$ cat src/rtl/alu_share_arbiter_if.sv
// Request, ALU and response bundle for the shared-ALU arbiter.
// The slave modport is the arbiter side. The master modport is the side of the requesters, the ALU and the consumer.
interface alu_share_arbiter_if #(
    parameter int DATA_W = 64,
    parameter int OP_W   = 4
);
    logic              req0_valid;
    logic              req0_ready;
    logic [DATA_W-1:0] req0_a;
    logic [DATA_W-1:0] req0_b;
    logic [OP_W-1:0]   req0_op;
    logic              req1_valid;
    logic              req1_ready;
    logic [DATA_W-1:0] req1_a;
    logic [DATA_W-1:0] req1_b;
    logic [OP_W-1:0]   req1_op;
    logic [DATA_W-1:0] alu_a;
    logic [DATA_W-1:0] alu_b;
    logic [OP_W-1:0]   alu_op;
    logic [DATA_W-1:0] alu_result;
    logic              alu_overflow;
    logic              rsp_valid;
    logic              rsp_ready;
    logic              rsp_id;
    logic [DATA_W-1:0] rsp_data;
    logic              rsp_overflow;

    modport slave (
        input  req0_valid, req0_a, req0_b, req0_op,
        input  req1_valid, req1_a, req1_b, req1_op,
        output req0_ready, req1_ready,
        output alu_a, alu_b, alu_op,
        input  alu_result, alu_overflow,
        output rsp_valid, rsp_id, rsp_data, rsp_overflow,
        input  rsp_ready
    );

    modport master (
        output req0_valid, req0_a, req0_b, req0_op,
        output req1_valid, req1_a, req1_b, req1_op,
        input  req0_ready, req1_ready,
        input  alu_a, alu_b, alu_op,
        output alu_result, alu_overflow,
        input  rsp_valid, rsp_id, rsp_data, rsp_overflow,
        output rsp_ready
    );
endinterface

$ cat src/rtl/alu_share_arbiter.sv
// Round-robin time-sharing of one ex_stage ALU between execute (port 0) and address calc (port 1).
// Optional ALU_SHARE_ARBITER_B2B_EN: allow a grant in RESP when rsp_ready is high (2-cycle issue interval).
module alu_share_arbiter #(
    parameter int              DATA_W  = 64,
    parameter int              OP_W    = 4,
    parameter logic [OP_W-1:0] IDLE_OP = {OP_W{1'b1}}
) (
    input  logic               clk,
    input  logic               rst_n,
    alu_share_arbiter_if.slave bus
);
    typedef enum logic [1:0] {IDLE, EXEC, RESP} state_t;

    state_t            state, state_nxt;
    logic              rr_ptr;
    logic              grant_en, grant_id, hs;
    logic [DATA_W-1:0] lat_a, lat_b;
    logic [OP_W-1:0]   lat_op;
    logic              lat_id;
    logic              rsp_valid_q, rsp_id_q, rsp_ovf_q;
    logic [DATA_W-1:0] rsp_data_q;

    always_comb begin
        grant_en = (state == IDLE);
`ifdef ALU_SHARE_ARBITER_B2B_EN
        if (state == RESP && bus.rsp_ready) grant_en = 1'b1;
`endif
        // A tie goes to rr_ptr. Otherwise the grant goes to whichever port is valid.
        if (bus.req0_valid && bus.req1_valid) grant_id = rr_ptr;
        else                                  grant_id = bus.req1_valid;
        hs             = grant_en && (bus.req0_valid || bus.req1_valid);
        bus.req0_ready = hs && !grant_id;
        bus.req1_ready = hs && grant_id;

        state_nxt = state;
        case (state)
            IDLE:    if (hs) state_nxt = EXEC;
            EXEC:    state_nxt = RESP;
            RESP:    if (bus.rsp_ready) state_nxt = hs ? EXEC : IDLE;
            default: state_nxt = IDLE;
        endcase

        bus.alu_a  = '0;
        bus.alu_b  = '0;
        bus.alu_op = IDLE_OP;
        if (state == EXEC) begin
            bus.alu_a  = lat_a;
            bus.alu_b  = lat_b;
            bus.alu_op = lat_op;
        end
    end

    always_ff @(posedge clk) begin
        if (!rst_n) begin
            state       <= IDLE;
            rr_ptr      <= 1'b0;
            lat_a       <= '0;
            lat_b       <= '0;
            lat_op      <= IDLE_OP;
            lat_id      <= 1'b0;
            rsp_valid_q <= 1'b0;
            rsp_id_q    <= 1'b0;
            rsp_data_q  <= '0;
            rsp_ovf_q   <= 1'b0;
        end else begin
            state <= state_nxt;
            if (hs) begin
                lat_id <= grant_id;
                lat_a  <= grant_id ? bus.req1_a  : bus.req0_a;
                lat_b  <= grant_id ? bus.req1_b  : bus.req0_b;
                lat_op <= grant_id ? bus.req1_op : bus.req0_op;
            end
            if (state == EXEC) begin
                rsp_data_q  <= bus.alu_result;
                rsp_ovf_q   <= bus.alu_overflow;
                rsp_id_q    <= lat_id;
                rsp_valid_q <= 1'b1;
                rr_ptr      <= ~lat_id;
            end else if (state == RESP && bus.rsp_ready) begin
                rsp_valid_q <= 1'b0;
            end
        end
    end

    assign bus.rsp_valid    = rsp_valid_q;
    assign bus.rsp_id       = rsp_id_q;
    assign bus.rsp_data     = rsp_data_q;
    assign bus.rsp_overflow = rsp_ovf_q;
endmodule

$ cat src/flat_wrapper.sv
// flat-port wrapper written by rule: the top's interface ports become plain ports
module alu_share_arbiter_flat 
#(
    parameter int              DATA_W  = 64,
    parameter int              OP_W    = 4,
    parameter logic [OP_W-1:0] IDLE_OP = {OP_W{1'b1}}
)
  (clk, rst_n, bus_req0_valid, bus_req0_a, bus_req0_b, bus_req0_op, bus_req1_valid, bus_req1_a, bus_req1_b, bus_req1_op, bus_req0_ready, bus_req1_ready, bus_alu_a, bus_alu_b, bus_alu_op, bus_alu_result, bus_alu_overflow, bus_rsp_valid, bus_rsp_id, bus_rsp_data, bus_rsp_overflow, bus_rsp_ready);
  alu_share_arbiter_if #(.DATA_W(DATA_W), .OP_W(OP_W)) bus_i ();
  input  logic clk;
  input  logic rst_n;
  input wire logic [$bits(bus_i.req0_valid)-1:0] bus_req0_valid;
  input wire logic [$bits(bus_i.req0_a)-1:0] bus_req0_a;
  input wire logic [$bits(bus_i.req0_b)-1:0] bus_req0_b;
  input wire logic [$bits(bus_i.req0_op)-1:0] bus_req0_op;
  input wire logic [$bits(bus_i.req1_valid)-1:0] bus_req1_valid;
  input wire logic [$bits(bus_i.req1_a)-1:0] bus_req1_a;
  input wire logic [$bits(bus_i.req1_b)-1:0] bus_req1_b;
  input wire logic [$bits(bus_i.req1_op)-1:0] bus_req1_op;
  output wire logic [$bits(bus_i.req0_ready)-1:0] bus_req0_ready;
  output wire logic [$bits(bus_i.req1_ready)-1:0] bus_req1_ready;
  output wire logic [$bits(bus_i.alu_a)-1:0] bus_alu_a;
  output wire logic [$bits(bus_i.alu_b)-1:0] bus_alu_b;
  output wire logic [$bits(bus_i.alu_op)-1:0] bus_alu_op;
  input wire logic [$bits(bus_i.alu_result)-1:0] bus_alu_result;
  input wire logic [$bits(bus_i.alu_overflow)-1:0] bus_alu_overflow;
  output wire logic [$bits(bus_i.rsp_valid)-1:0] bus_rsp_valid;
  output wire logic [$bits(bus_i.rsp_id)-1:0] bus_rsp_id;
  output wire logic [$bits(bus_i.rsp_data)-1:0] bus_rsp_data;
  output wire logic [$bits(bus_i.rsp_overflow)-1:0] bus_rsp_overflow;
  input wire logic [$bits(bus_i.rsp_ready)-1:0] bus_rsp_ready;
  assign bus_i.req0_valid = bus_req0_valid;
  assign bus_i.req0_a = bus_req0_a;
  assign bus_i.req0_b = bus_req0_b;
  assign bus_i.req0_op = bus_req0_op;
  assign bus_i.req1_valid = bus_req1_valid;
  assign bus_i.req1_a = bus_req1_a;
  assign bus_i.req1_b = bus_req1_b;
  assign bus_i.req1_op = bus_req1_op;
  assign bus_req0_ready = bus_i.req0_ready;
  assign bus_req1_ready = bus_i.req1_ready;
  assign bus_alu_a = bus_i.alu_a;
  assign bus_alu_b = bus_i.alu_b;
  assign bus_alu_op = bus_i.alu_op;
  assign bus_i.alu_result = bus_alu_result;
  assign bus_i.alu_overflow = bus_alu_overflow;
  assign bus_rsp_valid = bus_i.rsp_valid;
  assign bus_rsp_id = bus_i.rsp_id;
  assign bus_rsp_data = bus_i.rsp_data;
  assign bus_rsp_overflow = bus_i.rsp_overflow;
  assign bus_i.rsp_ready = bus_rsp_ready;
  alu_share_arbiter #(.DATA_W(DATA_W), .OP_W(OP_W), .IDLE_OP(IDLE_OP)) u_core (.clk(clk), .rst_n(rst_n), .bus(bus_i));
endmodule
$ cat config.mk
export PLATFORM = sky130hd
export DESIGN_NAME = alu_share_arbiter_flat
export DESIGN_NICKNAME = d
export VERILOG_FILES = /design/src/rtl/alu_share_arbiter_if.sv /design/src/rtl/alu_share_arbiter.sv /design/src/flat_wrapper.sv
export SDC_FILE = /design/constraint.sdc
export NUM_CORES = 1
export LEC_CHECK = 0
export CAP_MARGIN = 10
export CORE_AREA = 2 2 205 207
export DETAILED_ROUTE_END_ITERATION = 10
export DIE_AREA = 0 0 207 209
export GPL_ROUTABILITY_DRIVEN = 0
export GPL_TIMING_DRIVEN = 0
export PLACE_DENSITY = 0.65
export SKIP_LAST_GASP = 1
export SLEW_MARGIN = 20
export SYNTH_ARGS = -nofsm -noshare
export SYNTH_HDL_FRONTEND = slang
export SYNTH_SLANG_ARGS = --single-unit
$ cat constraint.sdc
create_clock -name clk -period 3.9 [get_ports clk]
set_clock_uncertainty 0.1 [all_clocks]
set_input_delay 0.975 -clock clk [delete_from_list [all_inputs] [get_ports clk]]
set_output_delay 0.975 -clock clk [all_outputs]
set_load 0.02 [all_outputs]
==> flow_summary.yaml <==
run_status:
  outcome: "completed"
critical_path:
  critical_path.cell_chain: "clkdlybuf4s50_1, nand2b_1, buf_4, buf_8, and3_1, clkdlybuf4s50_1"
  cp_max_fo: 19
  worstSetupStartpointType: "primary input"
  worstPathArrival_ns: 2.76
  slowest_stage: "clkdlybuf4s50_1"
  reg2regPathDepth: 5
  criticalPathCategory: "in -> out"
  max_stage_delay_ns: 0.63
  required_ns: 2.82
  r2r_start: "u_core.state[1]"
  endpoint_kind: "output pin"
  reg2reg_to: "u_core.lat_b[31]"
  cp_common_cell: "clkdlybuf4s50_1"
  reg2reg_slack_ns: 1.82
global_route:
  overflow: 0
  track_usage: 0.217
  grt_pass1_vias: 11926
  grt_max_degree: 20
  antenna_found_initial: 1
  grt_pass1_wl_um: 73400
cells_and_area:
  area_growth_pct: 72.7
  fill_cells: 4212
  drive_gt1_frac: 0.0619
  instances_no_fill: 2348
  nNetsFinal: 2127
  antennaDiodeCount: 0
  fin_area_um2: 16300
  fin_util: 0.396
detailed_routing:
  wl_met2_um: 23900
  dr.pass1.iters: 6
  drcViolationCount: 0
  wire_per_inst_um: 21.1
  drtIter0Drc: 1065
  route.met3.wl_um: 4100
  postRouteAntennaNets: 0
  wirelength_um: 49500
  num_vias: 11989
  highest-signal-layer: "met5"
  wl_met1_um: 20100
  via_per_inst: 5.11
cts:
  cts_htree_levels: 1
  clock_latency_ns: 0.54
  hold_buffers: 0
  cts-root-buf: "clkbuf_16"
  cts_max_path_buffers: 3
  clock_sinks: 203
  cts-buffers-inserted: 25
  cts_tree: "built"
  clkSlewWorstSetupHoldPaths_ns: 0.06
synth:
  synth.most_common_cell: "dfxtp_1"
  ys_warn_count: 0
  synth_top_area_frac: 0.429
  synth_edf_count: 0
  yosys-top-cells-count: "203 x dfxtp_1, 136 x nand4_1, 134 x o21ai_1, 132 x nand2_1, 132 x nand3_1"
  synthTopCellsByArea: "dfxtp_1 43%, nand4_1 9.0%, and2_1 8.5%, a31oi_1 8.5%, o21ai_1 7.1%"
  syn_inst: 1235
  synthesis.nets: 1569
  yosysUniqueCellTypes: 24
  syn_area_um2: 9460
  yosysTopAreaCell: "dfxtp_1"
  synthArstFlopShare: 0
  ys.flop_type: "dfxtp_1"
  yosysSeqAreaShare: 0.429
  syn_area_per_cell_um2: 7.66
  yosys_register_bits: 203
timing:
  hold_ws_ns: 0.354
  maxSlewViolCount: 0
  fin_crit_sh: 0.983
  finalSetupViolations: 0
  tightest_slew_ns: 0.894
  hold_viol: 0
  min_period_ns: 3.83
  relSlewSlack: 0.404
  rsz0062_at_grt: "no"
  fmax_mhz: 261
placement:
  placed_area_um2: 15500
  dp_hpwl_um: 37700
  io_buffers: 533
  dpl.cell_count: 2307
hold_path:
  min_from: "u_core.bus.rsp_data[36]"
  hold_depth: 2
  worst_hold_path_type: "reg -> reg"
  holdPathEnd: "u_core.bus.rsp_data[36]"
die:
  start_util: 0.229
  core_um2: 41300
  die_w_um: 207
  die-area_um2: 43300
  die_h_um: 209
  num_rows: 75
  io_pins: 535
power:
  p_sw_w: 0.00193
  pwr-share-seq: 0.371
  ir_drop_mv: 0.245
  power_density_nw_per_um2: 388
  p_leak_nw: 5.66
  switching_share: 0.304
  p_int_w: 0.00441
  pwr-share-comb: 0.256
  clock_power_share: 0.373
job:
  maxCapViolations: 0
[routing by layer]
layer	GRT usage	vias to the layer above
li1	-	5586
met1	0.272	5619
met2	0.373	698
met3	0.0520	84
met4	0.0601	2
met5	0	-
[worst max-delay path by stage]
stage / start / end / slack (ns) / cells after the start
after detailed placement: bus_req0_valid / bus_req0_ready / -0.54 / 5
after CTS: bus_req0_valid / bus_req0_ready / -0.07 / 5
after global placement: bus_req0_valid / bus_req0_ready / -0.56 / 5
final: bus_req0_valid / bus_req1_ready / 0.07 / 6
after floorplan: bus_req1_valid / bus_req1_ready / 0.93 / 4
after global routing: u_core.state[0] / bus_alu_b[60] / 0.002 / 5
[kinds of logic after synthesis]
kind of cell	synth area share
buffers and inverters	0.0694
and+or+nand+nor	0.306
AOI/OAI and AO/OA	0.195
DFF	0.429
[sequential cells by signal, summed over array words and instances (netlist names)]
name                     cells
u_core.bus.rsp_overflow      1
u_core.lat_b                64
u_core.lat_a                64
u_core.rr_ptr                1
u_core.lat_id                1
u_core.state                 2
u_core.bus.rsp_data         64
u_core.lat_op                4
u_core.bus.rsp_id            1
u_core.bus.rsp_valid         1
[power by group through the flow]
stage | registers [W] | logic, W | clock network [W]
floorplan | 0.00241 | 0.000711 | 0
global placement | 0.00238 | 0.00160 | 0
detailed placement | 0.00239 | 0.00161 | 0
CTS | 0.00235 | 0.00162 | 0.00242
global route | 0.00237 | 0.00175 | 0.00249
finish | 0.00235 | 0.00163 | 0.00237
[metrics by stage]
stage | total power [W] | setup WS (ns) | setup TNS, ns
after CTS | 0.00639 | -0.0710 | -0.0880
final | 0.00634 | 0.0653 | 0
after global routing | 0.00661 | 0.00167 | 0
after floorplan | 0.00313 | 0.928 | 0
after global placement | 0.00398 | -0.559 | -1.02
after detailed placement | 0.00400 | -0.544 | -1.02
[placed cells by master (no fill, tap or decap), types with 11 or more instances in the layout]
master             n
clkdlybuf4s50_1  531
dfxtp_1          202
nand4_1          136
o21ai_1          134
nand2_1          132
nand3_1          132
and2_1           128
a31oi_1          128
clkbuf_1          80
a21oi_1           69
buf_2             45
clkbuf_16         25
clkbuf_2          11
[critical path, delay by kind of cell]
kind	cells	cell delay, ns
buffers and inverters	4	1.48
and+or+nand+nor	2	0.27
[cell type report]
cell class / instances / area (um2) / share of cell area
flip-flops and latches: 203 / 4070 / 0.249
plain buffers: 149 / 674 / 0.0413
clock buffers: 36 / 737 / 0.0451
clock inverters: 7 / 92.6 / 0.00566
well taps: 539 / 674 / 0.0413
multi-input cells: 878 / 4750 / 0.291
repair buffers: 534 / 5340 / 0.327
inverters: 2 / 7.51 / 0.000459
[timing repair]
action / 4_1_cts / 5_1_grt
resized for setup: 15 / 17
pin swaps: 0 / 0
buffers inserted: 1 / 0
endpoints found under the setup margin: 111 / 99
Note: power is estimated with default switching activity, not from simulation.
